### config.mk
export PLATFORM = sky130hd
export DESIGN_NAME = imem_loader
export DESIGN_NICKNAME = d
export VERILOG_FILES = /design/src/rtl/imem_loader_pkg.sv /design/src/rtl/loader_timeout.sv /design/src/rtl/imem_loader.sv
export SDC_FILE = /design/constraint.sdc
export NUM_CORES = 1
export LEC_CHECK = 0
export CORE_MARGIN = 2
export CORE_UTILIZATION = 57
export CTS_CLUSTER_DIAMETER = 80
export DETAILED_ROUTE_END_ITERATION = 7
export GPL_TIMING_DRIVEN = 0
export PLACE_DENSITY = 0.8
export SLEW_MARGIN = 20
export SYNTH_ARGS = -nofsm -noshare
export SYNTH_HDL_FRONTEND = slang
export SYNTH_SLANG_ARGS = --single-unit
### constraint.sdc
create_clock -name clk -period 2.9 [get_ports clk]
set_input_delay 0.58 -clock clk [delete_from_list [all_inputs] [get_ports clk]]
set_output_delay 0.58 -clock clk [all_outputs]
set_load 0.05 [all_outputs]
### src/rtl/imem_loader_pkg.sv
// imem_loader_pkg: shared types and frame constants for the instruction
// memory boot loader.
//   state_t        - loader FSM states
//   SYNC_BYTE      - frame start marker
//   LEN_W          - width of the little-endian word-count field
//   WORD_W / BPW   - instruction word width and bytes per word
package imem_loader_pkg;

  localparam logic [7:0] SYNC_BYTE = 8'hA5;
  localparam int         LEN_W     = 16;
  localparam int         WORD_W    = 32;
  localparam int         BPW       = WORD_W / 8;
  localparam int         BCNT_W    = $clog2(BPW);

  typedef enum logic [2:0] {
    ST_IDLE,
    ST_LEN_LO,
    ST_LEN_HI,
    ST_DATA,
    ST_WRITE,
    ST_CHECK,
    ST_ERROR
  } state_t;

  // States in which the loader is inside a frame waiting on the next byte;
  // only these are subject to the inter-byte timeout.
  function automatic logic waits_for_byte(input state_t s);
    return (s == ST_LEN_LO) || (s == ST_LEN_HI) || (s == ST_DATA) || (s == ST_CHECK);
  endfunction

endpackage

### src/rtl/loader_timeout.sv
// loader_timeout: loadable down-counter used as the inter-byte watchdog.
//   clk, reset_n - clock, async active-low reset
//   load         - reload to TIMEOUT (byte accepted or not waiting)
//   expired      - counter has run down to zero
// After a load, TIMEOUT further idle clocks are tolerated; expired is high
// from then on until the next load.
module loader_timeout #(
  parameter int TIMEOUT = 1000000
) (
  input  logic clk,
  input  logic reset_n,
  input  logic load,
  output logic expired
);

  localparam int CNT_W = $clog2(TIMEOUT + 1);

  logic [CNT_W-1:0] cnt;

  always_ff @(posedge clk or negedge reset_n) begin
    if (!reset_n)          cnt <= CNT_W'(TIMEOUT);
    else if (load)         cnt <= CNT_W'(TIMEOUT);
    else if (cnt != '0)    cnt <= cnt - 1'b1;
  end

  assign expired = (cnt == '0);

endmodule

### src/rtl/imem_loader.sv
// imem_loader: boot-time writer for the instruction memory.
// Receives frames  A5 | LEN_LO | LEN_HI | N*4 data bytes | CHK  over a
// valid/ready byte stream, assembles little-endian words and writes them to
// consecutive word addresses. The core is held in reset from the sync byte
// until a frame passes its checksum.
//   clk, reset_n           - clock, async active-low reset
//   rx_valid/rx_data/rx_ready - byte input handshake
//   im_ce/im_we/im_addr/im_d  - instruction memory write port
//   core_reset_n           - active-low reset to the core
//   busy/done/error        - frame in progress / accept pulse / sticky failure
// All outputs are registered.
module imem_loader
  import imem_loader_pkg::*;
#(
  parameter int DEPTH   = 1024,
  parameter int ADDR_W  = 10,
  parameter int TIMEOUT = 1000000
) (
  input  logic              clk,
  input  logic              reset_n,
  input  logic              rx_valid,
  input  logic [7:0]        rx_data,
  output logic              rx_ready,
  output logic              im_ce,
  output logic              im_we,
  output logic [ADDR_W-1:0] im_addr,
  output logic [WORD_W-1:0] im_d,
  output logic              core_reset_n,
  output logic              busy,
  output logic              done,
  output logic              error
);

  localparam logic [LEN_W-1:0] DEPTH_L = LEN_W'(DEPTH);

  state_t              state;
  logic [LEN_W-1:0]    len;
  logic [7:0]          sum;
  logic [BCNT_W-1:0]   bcnt;
  logic [WORD_W-1:0]   wbuf;

  logic                accept;
  logic [7:0]          sum_n;
  logic [LEN_W-1:0]    len_full;
  logic                expired;
  logic                to_load;
  logic                go_err;
  logic                last_word;

  assign accept    = rx_valid & rx_ready;
  assign sum_n     = sum + rx_data;
  assign len_full  = {rx_data, len[7:0]};
  // len <= DEPTH here, so the extra bit keeps N == DEPTH from aliasing to 0.
  assign last_word = (({1'b0, im_addr} + 1'b1) == len[ADDR_W:0]);
  assign to_load   = accept | ~waits_for_byte(state);

  always_comb begin
    go_err = 1'b0;
    if (waits_for_byte(state) && !accept && expired)        go_err = 1'b1;
    if (state == ST_LEN_HI && accept && len_full > DEPTH_L)  go_err = 1'b1;
    if (state == ST_CHECK  && accept && sum_n != 8'h00)      go_err = 1'b1;
  end

  loader_timeout #(.TIMEOUT(TIMEOUT)) u_timeout (
    .clk     (clk),
    .reset_n (reset_n),
    .load    (to_load),
    .expired (expired)
  );

  always_ff @(posedge clk or negedge reset_n) begin
    if (!reset_n) begin
      state        <= ST_IDLE;
      len          <= '0;
      sum          <= '0;
      bcnt         <= '0;
      wbuf         <= '0;
      rx_ready     <= 1'b1;
      im_ce        <= 1'b0;
      im_we        <= 1'b0;
      im_addr      <= '0;
      im_d         <= '0;
      core_reset_n <= 1'b0;
      busy         <= 1'b0;
      done         <= 1'b0;
      error        <= 1'b0;
    end else begin
      done <= 1'b0;
      if (go_err) begin
        state    <= ST_ERROR;
        rx_ready <= 1'b0;
        error    <= 1'b1;
        busy     <= 1'b0;
      end else begin
        unique case (state)
          ST_IDLE: begin
            if (accept && rx_data == SYNC_BYTE) begin
              state        <= ST_LEN_LO;
              busy         <= 1'b1;
              core_reset_n <= 1'b0;
              error        <= 1'b0;
              sum          <= '0;
              im_addr      <= '0;
              bcnt         <= '0;
            end
          end
          ST_LEN_LO: begin
            if (accept) begin
              len[7:0] <= rx_data;
              sum      <= sum_n;
              state    <= ST_LEN_HI;
            end
          end
          ST_LEN_HI: begin
            if (accept) begin
              len   <= len_full;
              sum   <= sum_n;
              state <= (len_full == '0) ? ST_CHECK : ST_DATA;
            end
          end
          ST_DATA: begin
            if (accept) begin
              // First byte ends up in [7:0] after four shifts.
              wbuf <= {rx_data, wbuf[WORD_W-1:8]};
              sum  <= sum_n;
              bcnt <= bcnt + 1'b1;
              if (bcnt == BCNT_W'(BPW - 1)) begin
                state    <= ST_WRITE;
                rx_ready <= 1'b0;
                im_ce    <= 1'b1;
                im_we    <= 1'b1;
                im_d     <= {rx_data, wbuf[WORD_W-1:8]};
              end
            end
          end
          ST_WRITE: begin
            im_ce    <= 1'b0;
            im_we    <= 1'b0;
            rx_ready <= 1'b1;
            im_addr  <= im_addr + 1'b1;
            state    <= last_word ? ST_CHECK : ST_DATA;
          end
          ST_CHECK: begin
            // A bad checksum is routed to ERROR by go_err.
            if (accept) begin
              state        <= ST_IDLE;
              done         <= 1'b1;
              core_reset_n <= 1'b1;
              busy         <= 1'b0;
            end
          end
          ST_ERROR: begin
            state    <= ST_IDLE;
            rx_ready <= 1'b1;
          end
          default: begin
            state    <= ST_IDLE;
            rx_ready <= 1'b1;
          end
        endcase
      end
    end
  end

endmodule

## Word level (Yosys, flattened, before mapping)

Index checks and enable logic that the tools add are counted.

| cells by class | value |
|---|---|
| add/sub/neg operators | 5 |
| $lt $le $gt $ge | 1 |
| equality and inequality tests | 20 |
| mux-type cells | 44 |
| bitwise operators | 5 |
| reductions and logical operators | 40 |

Operator list:

| kind | count |
|---|---|
| 20-bit two-way mux | 2 |
| 8-bit case mux with 2 select lines | 2 |
| 3-bit two-way mux | 9 |
| 8-bit two-way mux | 3 |
| 4-bit AND reduction | 6 |
| 20-bit zero test | 1 |
| 10-bit case mux with 2 select lines | 1 |
| 20-bit nonzero test | 1 |
| 20-bit by 1-bit subtractor with 20-bit output (second input constant) | 1 |
| 1-bit two-way mux | 18 |
| 3-bit case mux with 6 select lines | 1 |
| 16-bit by 11-bit > comparator with 1-bit output (second input constant) | 1 |
| 16-bit zero test | 1 |
| 2-bit nonzero test | 8 |
| 3-bit inequality test (second input constant) | 5 |
| 3-bit AND reduction | 5 |
| 10-bit by 1-bit adder with 11-bit output (second input constant) | 1 |
| 11-bit equality test | 1 |
| 10-bit by 1-bit adder with 10-bit output (second input constant) | 1 |
| 10-bit two-way mux | 1 |
| 8-bit adder | 1 |
| 8-bit equality test (second input constant) | 1 |
| 1-bit case mux with 2 select lines | 4 |
| 8-bit nonzero test | 1 |
| 22 further kinds | 39 |

| word-level totals | value |
|---|---|
| bits in registers | 129 |
| output and inout port bits | 49 |
| word-level logic and storage cells | 130 |

## Longest topological paths before layout

Gate-level depths: netlist of the first run.

| logic depth | value |
|---|---|
| depth in word-level cells | 11 |
| depth in mapped cells | 9 |

## Hierarchy

A second synthesis of the first run with hierarchy kept.

| second synthesis, totals | value |
|---|---|
| cell total of the unflattened synthesis | 511 |
| area, all modules | 5715.5 µm² |

By module, submodules not included:

| module | instances | cells each | area an instance (µm²) | seq. area each (µm²) |
|---|---|---|---|---|
| imem_loader | 1 | 389 | 4551.9 | 2403.6 |
| loader_timeout | 1 | 122 | 1163.6 | 509.2 |

## Worst setup path after synthesis of the first run

OpenSTA, ideal clock, no wires.

| timing | value |
|---|---|
| path type | input -> register |
| from | input port rx_data[0] |
| to | register error |
| data arrival time | 2342 ps |
| path slack | 434 ps |
| stages on the path | 7 |
| path buffers | 0 |
| cell sequence | ha_1 fa_1 xor2_1 or3_1 nor3_1 a41oi_1 a211o_2 |

| between the ends | value |
|---|---|
| word-level cells in the longest chain between the ends | 6 |

Ends and longest elaborated chain:

| item | RTL line | text |
|---|---|---|
| start: declaration | imem_loader.sv:22 | `input logic [7:0] rx_data,` |
| 16-bit by 11-bit > comparator with 1-bit output or 8-bit adder (tied branches) | imem_loader.sv:60, imem_loader.sv:51 |  |
| 1-bit logical AND or 8-bit nonzero test (tied branches) | imem_loader.sv:60, imem_loader.sv:61 |  |
| 1-bit two-way mux or 1-bit logical AND (tied branches) | imem_loader.sv:60, imem_loader.sv:61 |  |
| 1-bit two-way mux | imem_loader.sv:61 | `if (state == ST_CHECK && accept && sum_n != 8'h00) go_err = 1'b1;` |
| 2-bit nonzero test (no source line) | n/a |  |
| 2-bit AND reduction (no source line) | n/a |  |
| end signal: assignment | imem_loader.sv:86 | `error <= 1'b0;` |
| end signal: assignment | imem_loader.sv:92 | `error <= 1'b1;` |
| end signal: assignment | imem_loader.sv:101 | `error <= 1'b0;` |
| end: declaration | imem_loader.sv:31 | `output logic error` |

Several ways; a longest one is shown, not always the timed one.
A chain may end at the register's enable or synchronous reset.

## Worst setup path after layout of the first run

| timing | value |
|---|---|
| from | input port rx_data[1] |
| to | register error |

The elaborated chain is that of the path after synthesis.

==> results of run 1 <==
==> metrics by stage <==
| step | setup WS, ns | TNS [ns] | cell area (um^2) | power (mW) |
|---|---|---|---|---|
| 6_report | 0.120 | 0 | 7110 | 8.51 |
| 5_1_grt | 0.00920 | 0 | 7110 | 8.96 |
| 4_1_cts | 0.0591 | 0 | 7100 | 8.52 |
| 3_5_place_dp | -0.622 | -9.64 | 6500 | 6.45 |
| 3_3_place_gp | -2.98 | -340.15 | 6470 | 6.30 |
| 2_1_floorplan | 0.434 | 0 | 5720 | 5.33 |
==> area by class of cell <==
type,count,area [um^2]
clock buffers,20,445
clock inverters,11,129
well taps,133,166
inverters,7,26.3
flip-flops and latches,116,2910
multi-input cells,353,2700
plain buffers,20,96.3
fillers,682,2660
repair buffers,62,639
==> logic make-up after synthesis <==
family	count (synthesis)	share of synthesized area, %
AO/OA/AOI/OAI	101	12.1
XOR/XNOR	28	4.29
adder cells (fa/ha/maj)	12	2.76
buffers and inverters	27	2.14
flip-flops	116	50.9
multiplexers	67	13.2
AND/OR/NAND/NOR	145	14.6
==> worst register-to-register path: stages (launching register included) <==
cell	delay, ns
dfrtp_1	0.50
ha_1	0.38
nand3_2	0.22
or3_1	0.39
a221oi_1	0.38
nand3_1	0.14
o311ai_1	0.39
nand3_1	0.12
==> routing by layer <==
metal  GRT usage [%]  vias to the layer above  routed length [um]
met5               0                        -                   0
met4            10.5                        0                 266
met3            5.39                       24                 678
met2            39.6                      152                6350
met1            33.6                     2156                5630
li1                -                     1994                   -
==> state kept, by name (all words and copies together), names as in the netlist, 2 cells and up <==
register and cells:
len 11, u_timeout.cnt 20, sum 8, im_d 32, im_addr 10, wbuf 24, bcnt 2, state 3
==> where the power goes <==
group / internal, mW / leakage (nW) / switching [mW]
Combinational: 1.51 / 1.33 / 2.27
Clock: 1.26 / 0.266 / 0.732
Sequential: 2.25 / 1.46 / 0.486
Total: 5.02 / 3.06 / 3.49
==> final timing paths <==
| kind | endpoint | slack, ns |
|---|---|---|
| worst max register to register | state[1]$_DFFE_PN0P_ | 0.25 |
| min in group asynchronous | im_addr[3]$_DFFE_PN0P_ | 0.51 |
| max in group asynchronous | u_timeout.cnt[16]$_DFFE_PN1P_ | 1.64 |
| worst max-delay path | error$_DFFE_PN0P_ | 0.12 |
| worst min-delay path | core_reset_n$_DFFE_PN0P_ | 0.49 |
| worst min register to register | core_reset_n$_DFFE_PN0P_ | 0.49 |
==> placed cells by master, fill, tap and decap left out, drive strengths merged, types with 3 or more instances in the layout <==
cell type      synthesis  routed
a211oi                 4       4
a21o                   4       4
a21oi                 23      23
a22o                   7       7
and2                   3       3
and3                   9       9
buf                   14      17
clkbuf                 6      26
clkdlybuf4s50          0      57
clkinv                 0       3
clkinvlp               0       5
dfrtp                108     108
dfstp                  8       8
ha                    11      11
inv                    7       8
mux2                  67      67
nand2                 28      28
nand2b                 4       4
nand3                 15      15
nand3b                 5       5
nand4                  5       5
nor2                  29      29
nor2b                  5       5
nor3                  12      12
nor4                   7       7
o21ai                 26      26
o22ai                  4       4
o31ai                  7       7
o41ai                  3       3
or3                   13      13
xnor2                 14      14
xor2                  14      14
==> repair_timing <==
action	CTS	global route
pin swaps	0	1
hold buffers	1	0
gates resized for setup	2	1
endpoints found under the hold margin	23	0
cloned	0	0
setup endpoints to repair	1	2
setup buffers	0	1
==> results.json, run 1 <==
{
  "ios": 60,
  "power_density_mw_per_mm2": 1200,
  "synth_common_cells": "dfrtp_1, mux2_2, nor2_1, nand2_1, o21ai_0",
  "routed_wl_um": 12900,
  "p_leak_nw": 3.06,
  "crit_type": "in2reg",
  "antenna_found_initial": 0,
  "hold_viol": 0,
  "syn-cell-area_mm2": 0.00572,
  "status": "complete, no violations",
  "drv_cap": 0,
  "synthTopCellsByArea": "dfrtp_1, mux2_2, dfstp_2",
  "end_kind": "flip-flop",
  "cts-root-buf": "clkbuf_8",
  "synthArstFlopShare_pct": 100,
  "drc": 0,
  "clock_path_buffers": 2,
  "slowest_stage": "clkdlybuf4s50_1",
  "synth_ff_type": "dfrtp_1",
  "rr_startpoint": "im_addr[0]$_DFFE_PN0P_",
  "yosys.cell_types.count": 71,
  "synth-edff-count": 0,
  "synth_cells": 496,
  "fin_util_pct": 72.7,
  "dr.first_iter.drc_count": 320,
  "clock_sinks": 116,
  "fin_skew_ns": 0.00757,
  "grt.overflow.total": 0,
  "hold_path_startpoint": "core_reset_n$_DFFE_PN0P_",
  "cp.depth": 7,
  "core_area_mm2": 0.00977,
  "cts_buffers": 17,
  "grt_pass1_vias": 4348,
  "diodes": 0,
  "fin_cells": 722,
  "vias_per_cell": 5.99,
  "drive_above_1_share_pct": 24.3,
  "path_cells": "clkdlybuf4s50_1, fa_1, xor2_1, or3_1, nor3_2, a41oi_2, a211o_2",
  "drtAntennaViolNets": 0,
  "yosys_warnings": 0,
  "ys_ff_latch": 116,
  "finalCritPeriodShare_pct": 95.8,
  "crit_path_max_fanout": 9,
  "worstPathArrival_ns": 3.18,
  "die_h_um": 104,
  "cp.buffers_inverters": 1,
  "cts_tree": "done",
  "fmax_ghz": 0.360,
  "hold_class": "reg2reg",
  "hpwl_um": 8800,
  "syn_area_per_cell_um2": 11.5,
  "reg2reg_depth": 7,
  "area_growth_pct": 24.4,
  "start_util_pct": 58.5,
  "grt_use_total_pct": 25.0,
  "clk_pin_slew_ns": 0.05,
  "start_kind": "input pin",
  "num_vias": 4326,
  "clock_latency_ns": 0.52,
  "nets": 600,
  "setup_viol": 0,
  "yosysTopAreaCell": "dfrtp_1",
  "dp_cells": 689,
  "grt_pass1_wl_um": 21500,
  "maxSlewHeadroom_pct": 53.9,
  "worst_pin_slew_ns": 0.691,
  "place.gp.congestion": 0.929,
  "syn_nets": 519,
  "crit_family": "buffers and inverters",
  "ys_seq_area_share_pct": 50.9,
  "io_buffers": 59,
  "maxSlewViolCount": 0,
  "critPathRequiredTime_ns": 3.30,
  "hold_depth": 2,
  "drt-wirelength-per-cell_um": 17.9,
  "dieArea_mm2": 0.0108,
  "vdd_drop_max_mv": 0.555,
  "rsz0062_at_grt": "false",
  "grt_max_degree": 87,
  "synth.most_common_cell": "dfrtp_1",
  "worst_path_largest_cell_delay_ns": 0.67,
  "first_pass_iters": 5,
  "h-tree-depth": 4,
  "die_x_um": 104,
  "min_period_ns": 2.78,
  "startpoint": "rx_data[1]",
  "hold_slack_ns": 0.486,
  "synth_top_area_share_pct": 47.3,
  "fp-row-count": 36
}
(Power assumes the default switching activity.)
==> run 2: changes to the inputs <==
--- a/config.mk
+++ b/config.mk
@@ -6,11 +6,11 @@
 export NUM_CORES = 1
 export LEC_CHECK = 0
 export CORE_MARGIN = 2
-export CORE_UTILIZATION = 57
+export CORE_UTILIZATION = 35
 export CTS_CLUSTER_DIAMETER = 80
 export DETAILED_ROUTE_END_ITERATION = 7
+export GPL_ROUTABILITY_DRIVEN = 0
 export GPL_TIMING_DRIVEN = 0
-export PLACE_DENSITY = 0.8
 export SLEW_MARGIN = 20
 export SYNTH_ARGS = -nofsm -noshare
 export SYNTH_HDL_FRONTEND = slang
==> run 2 against run 1 <==
Effect of this change:
- flip-flop and latch count unchanged
- largest power group unchanged
- die area increased by 60%
- highest routed layer unchanged
- maximum frequency decreased by 0.59%
- power increased by 1.9%
- critical path depth increased by 2
==> results.json, run 2 (synthesized netlist as in run 1, its figures left out) <==
{
  "crit_path_max_fanout": 7,
  "setup_viol": 0,
  "grt_util_met2_pct": 24.7,
  "status": "complete, no violations",
  "grt.overflow.total": 0,
  "h-tree-depth": 4,
  "first_pass_iters": 4,
  "dr.first_iter.drc_count": 257,
  "area_growth_pct": 26.8,
  "vdd_drop_max_mv": 0.615,
  "largest_register_ffs": 32,
  "worst_pin_slew_ns": 0.707,
  "cp.buffers_inverters": 1,
  "fin_cells": 803,
  "regMostFlops": "im_d",
  "crit_family": "compound AO/OA/AOI/OAI gates",
  "die_x_um": 132,
  "path_cells": "dlygate4sd2_1, ha_1, fa_1, a21oi_1, o211ai_1, a21oi_1, xor2_1, a41oi_2, a211o_2",
  "nFillCells": 1511,
  "grt_pass1_vias": 4298,
  "clock_path_buffers": 2,
  "reg2reg_depth": 7,
  "mostFrequentLayoutCells": "dfrtp_1, mux2_2, clkdlybuf4s50_1",
  "hold_viol": 0,
  "ctsHoldBuffers": 0,
  "end_kind": "flip-flop",
  "power_density_mw_per_mm2": 1200,
  "r2r-end": "state[1]$_DFFE_PN0P_",
  "min_period_ns": 2.80,
  "grt_use_met1_pct": 21.6,
  "reg2reg_slack_ns": 0.34,
  "critPathRequiredTime_ns": 3.19,
  "clock_latency_ns": 0.41,
  "grt_max_degree": 82,
  "antenna_found_initial": 0,
  "drt-wirelength-per-cell_um": 16.6,
  "clock_sinks": 116,
  "drv_cap": 0,
  "cts_tree": "done",
  "die_h_um": 132,
  "hold_slack_ns": 0.0606,
  "worst_path_largest_cell_delay_ns": 0.41,
  "hold_class": "in2async",
  "met3_usage_pct": 4.61,
  "drtAntennaViolNets": 0,
  "rsz0062_at_grt": "false",
  "clk_pin_slew_ns": 0.05,
  "hpwl_um": 9220,
  "maxSlewViolCount": 0,
  "cts_buffers": 17,
  "nets": 598,
  "grt-busiest-layer": "met2",
  "crit_type": "in2reg",
  "drive_above_1_share_pct": 24.4,
  "layout_commonest_cell": "dfrtp_1",
  "core_area_mm2": 0.0159,
  "grt_use_total_pct": 16.1,
  "grt_pass1_wl_um": 22200,
  "routed_wl_um": 13300,
  "cp_common_cell": "a21oi_1",
  "maxSlewHeadroom_pct": 52.5,
  "p_leak_nw": 3.08,
  "cts_setup_buffers": 0,
  "io_buffers": 59,
  "cts-root-buf": "clkbuf_16",
  "drc": 0,
  "finalCritPeriodShare_pct": 96.4,
  "slowest_stage": "fa_1",
  "fmax_ghz": 0.358,
  "ios": 60,
  "fp-row-count": 46,
  "rr_startpoint": "im_addr[0]$_DFFE_PN0P_",
  "vias_per_cell": 5.28,
  "start_kind": "input pin",
  "worstPathArrival_ns": 3.09,
  "reg_top3": "im_d: 32 flops, wbuf: 24 flops, u_timeout.cnt: 20 flops",
  "dp_cells": 772,
  "fin_skew_ns": 0.0106,
  "start_util_pct": 35.9,
  "diodes": 0,
  "num_vias": 4238,
  "dieArea_mm2": 0.0174
}
[run 2: cell count changes in the layout (fill, tap and decap cells not counted)]
cell             change
clkinvlp_4           -3
bufinv_16            +2
dlygate4sd2_1        +2
buf_4                -1
clkbuf_1             -1
clkbuf_16            +1
clkbuf_2             +1
clkbuf_8             -1
clkdlybuf4s50_1      -1
dlygate4sd3_1        -1
dlymetal6s2s_1       -1
inv_6                +1
[run 2: how the worst max path moves through the flow]
stage | start | to | slack, ns | cells after the start
finish | rx_data[0] | error$_DFFE_PN0P_ | 0.10 | 9
global route | rx_data[0] | error$_DFFE_PN0P_ | 0.003 | 9
CTS | rx_data[0] | error$_DFFE_PN0P_ | 0.02 | 8
detailed placement | rx_data[0] | error$_DFFE_PN0P_ | -0.75 | 8
global placement | reset_n | im_addr[4]$_DFFE_PN0P_ | -3.22 | 1
floorplan | rx_data[0] | error$_DFFE_PN0P_ | 0.43 | 7
[run 2: through the flow]
step / TNS [ns] / setup slack, ns / cell area, um^2 / utilization (%) / total power, mW
final: 0 / 0.104 / 7250 / 45.5 / 8.67
after global routing: 0 / 0.00316 / 7250 / 45.5 / 9.16
after CTS: 0 / 0.0182 / 7240 / 45.4 / 8.72
after detailed placement: -14.14 / -0.752 / 6610 / 41.4 / 6.44
after global placement: -372.75 / -3.22 / 6580 / 41.3 / 6.36
after floorplan: 0 / 0.434 / 5720 / - / 5.33
[run 2: worst register-to-register path, cell delays in order, from the launching register on]
cell      delay, ns
dfrtp_1        0.47
ha_1           0.37
nand3_2        0.23
or3_1          0.39
a221oi_1       0.40
nand3_1        0.15
o311ai_1       0.31
nand3_1        0.11
[run 2: area by class of cell]
cell class | instances | area [um^2] | area share, %
flip-flops and latches | 116 | 2910 | 40.2
inverters | 7 | 26.3 | 0.362
plain buffers | 20 | 97.6 | 1.35
multi-input cells | 353 | 2700 | 37.2
repair buffers | 60 | 617 | 8.51
clock buffers | 20 | 457 | 6.30
well taps | 216 | 270 | 3.73
clock inverters | 11 | 175 | 2.42
[run 2: per-layer routing]
layer / wire length (um) / vias up
met5: 0 / -
met4: 234 / 0
met3: 630 / 18
met2: 6210 / 106
met1: 6230 / 2115
li1: - / 1999
[run 2: where the power goes]
part / total, mW / switching, mW / internal, mW
Clock: 2.23 / 0.742 / 1.48
Combinational: 3.72 / 2.23 / 1.48
Sequential: 2.73 / 0.482 / 2.25
Total: 8.67 / 3.46 / 5.21
[run 2: what timing repair did]
item,CTS,global route
gates resized for setup,2,4
gates cloned,0,0
setup endpoints to repair,6,10
==> run 3: changes to the inputs <==
--- a/config.mk
+++ b/config.mk
@@ -5,12 +5,13 @@
 export SDC_FILE = /design/constraint.sdc
 export NUM_CORES = 1
 export LEC_CHECK = 0
-export CORE_MARGIN = 2
-export CORE_UTILIZATION = 35
+export CORE_MARGIN = 10
+export CORE_UTILIZATION = 50
 export CTS_CLUSTER_DIAMETER = 80
 export DETAILED_ROUTE_END_ITERATION = 7
 export GPL_ROUTABILITY_DRIVEN = 0
 export GPL_TIMING_DRIVEN = 0
+export PLACE_DENSITY = 0.72
 export SLEW_MARGIN = 20
 export SYNTH_ARGS = -nofsm -noshare
 export SYNTH_HDL_FRONTEND = slang
==> run 3 against run 2 <==
Effect of this change:
- routed wire length rose by 2.4%
- setup slack improved by 0.013 ns
- first-iteration DRC count rose by 8.9%
- register-to-register slack improved by 0.05 ns
- flip-flop and latch count did not move
- power fell by 0.12%
- critical path depth fell by 1
- sequential share of layout area rose by 0.63 points
- clock skew fell by 0.0024 ns
- non-clock buffer count did not move
- count of clock-buffer cells in the layout fell by 2
- critical path type unchanged
- critical endpoint unchanged
- largest cell class unchanged
- highest routed layer unchanged
==> results.json, run 3 (synthesized netlist as in run 1, its figures left out) <==
{
  "status": "complete, no violations",
  "fin_area_mm2": 0.00714,
  "rsz0062_at_grt": "false",
  "min_period_ns": 2.78,
  "worst_pin_slew_ns": 0.731,
  "power_density_mw_per_mm2": 1210,
  "cts_setup_buffers": 0,
  "fin_util_pct": 64.7,
  "largest_register_ffs": 32,
  "power_frac_comb_pct": 43.4,
  "clock_path_buffers": 2,
  "placed_area_mm2": 0.00651,
  "cts_buffers": 17,
  "maxSlewHeadroom_pct": 51.2,
  "fin_skew_ns": 0.00823,
  "diodes": 0,
  "area_growth_pct": 24.8,
  "crit_path_max_fanout": 7,
  "grt-busiest-layer": "met2",
  "maxSlewViolCount": 0,
  "drc": 0,
  "grt_util_met2_pct": 27.1,
  "cts-root-buf": "clkbuf_16",
  "regMostFlops": "im_d",
  "mostFrequentLayoutCells": "dfrtp_1, mux2_2, clkdlybuf4s50_1",
  "h-tree-depth": 4,
  "nets": 598,
  "fp-row-count": 38,
  "first_pass_iters": 5,
  "grt_pass1_vias": 4320,
  "worst_path_largest_cell_delay_ns": 0.40,
  "ctsHoldBuffers": 0,
  "clock_latency_ns": 0.42,
  "fmax_ghz": 0.359,
  "start_util_pct": 51.8,
  "drtAntennaViolNets": 0,
  "final.setup.worst_slack_ns": 0.117,
  "num_vias": 4321,
  "start_kind": "input pin",
  "drt-wirelength-per-cell_um": 18.7,
  "cts_resized": 2,
  "intPower_mw": 5.17,
  "antenna_found_initial": 0,
  "crit_family": "adder cells",
  "met3_usage_pct": 5.79,
  "core_area_mm2": 0.0110,
  "switching_share_pct": 40.4,
  "power.switching_mw": 3.50,
  "reg_top3": "im_d: 32 flops, wbuf: 24 flops, u_timeout.cnt: 20 flops",
  "layout_commonest_cell": "dfrtp_1",
  "io_buffers": 59,
  "clock_power_share_pct": 25.1,
  "worstPathArrival_ns": 3.09,
  "critPathRequiredTime_ns": 3.21,
  "grt_use_met1_pct": 21.1,
  "die_h_um": 127,
  "grt_pass1_wl_um": 22300,
  "hpwl_um": 9320,
  "pre_cts_slack_ns": -0.706,
  "clock_sinks": 116,
  "cp.buffers_inverters": 1,
  "power.total_mw": 8.66,
  "hold_class": "in2async",
  "end_kind": "flip-flop",
  "dr.first_iter.drc_count": 280,
  "vdd_drop_max_mv": 0.670,
  "grt_use_total_pct": 17.1,
  "grt_max_degree": 61,
  "crit_type": "in2reg",
  "clk_pin_slew_ns": 0.06,
  "dieArea_mm2": 0.0161,
  "drv_cap": 0,
  "ios": 60,
  "path_cells": "dlygate4sd2_1, ha_1, fa_1, xor2_1, or3_1, nor3_1, a41oi_2, a211o_2",
  "setup_viol": 0,
  "finalCritPeriodShare_pct": 96.0,
  "reg2reg_slack_ns": 0.39,
  "hold_viol": 0,
  "p_leak_nw": 3.07,
  "grt.overflow.total": 0,
  "setup_tns_ns": 0,
  "p_seq_share_pct": 31.6,
  "slowest_stage": "fa_1",
  "die_x_um": 127,
  "cts_tree": "done",
  "routed_wl_um": 13600,
  "drive_above_1_share_pct": 24.2,
  "vias_per_cell": 5.94
}
run 3: metrics by stage:
| stage | cells | hold slack [ns] |
|---|---|---|
| after detailed placement | 696 | 0.471 |
| after global placement | 695 | 0.471 |
| after CTS | 727 | 0.140 |
| after global routing | 727 | 0.151 |
| after floorplan | 496 | 0.284 |
| final | 727 | 0.121 |
run 3: worst paths after layout:
path                            cells after the start            startpoint                       endpoint
worst max-delay path                                8            rx_data[0]              error$_DFFE_PN0P_
worst min-delay path                                1               reset_n         im_addr[3]$_DFFE_PN0P_
worst max register to register                      7    sum[0]$_DFFE_PN0P_              error$_DFFE_PN0P_
worst min register to register                      1  wbuf[13]$_DFFE_PN0P_            im_d[5]$_DFFE_PN0P_
max in group asynchronous                           2               reset_n  u_timeout.cnt[16]$_DFFE_PN1P_
min in group clk                                    1  wbuf[13]$_DFFE_PN0P_            im_d[5]$_DFFE_PN0P_
run 3: area by class of cell:
type                    instances  area (um^2)
fillers                       850         3890
clock inverters                13          184
multi-input cells             353         2700
well taps                     140          175
flip-flops and latches        116         2910
repair buffers                 60          617
clock buffers                  18          429
plain buffers                  20         96.3
inverters                       7         26.3
run 3: metal layers:
metal  vias up  routed length [um]
met4         0                 239
met1      2160                5720
met3        22                1010
li1       1987                   -
met2       152                6660
met5         -                   0
run 3: power groups by stage:
stage | clock network (mW) | registers (mW) | logic [mW]
CTS | 2.20 | 2.74 | 3.75
floorplan | 0 | 3.52 | 1.81
global route | 2.27 | 2.83 | 4.03
detailed placement | 0 | 2.75 | 3.71
global placement | 0 | 2.72 | 3.63
finish | 2.17 | 2.73 | 3.76
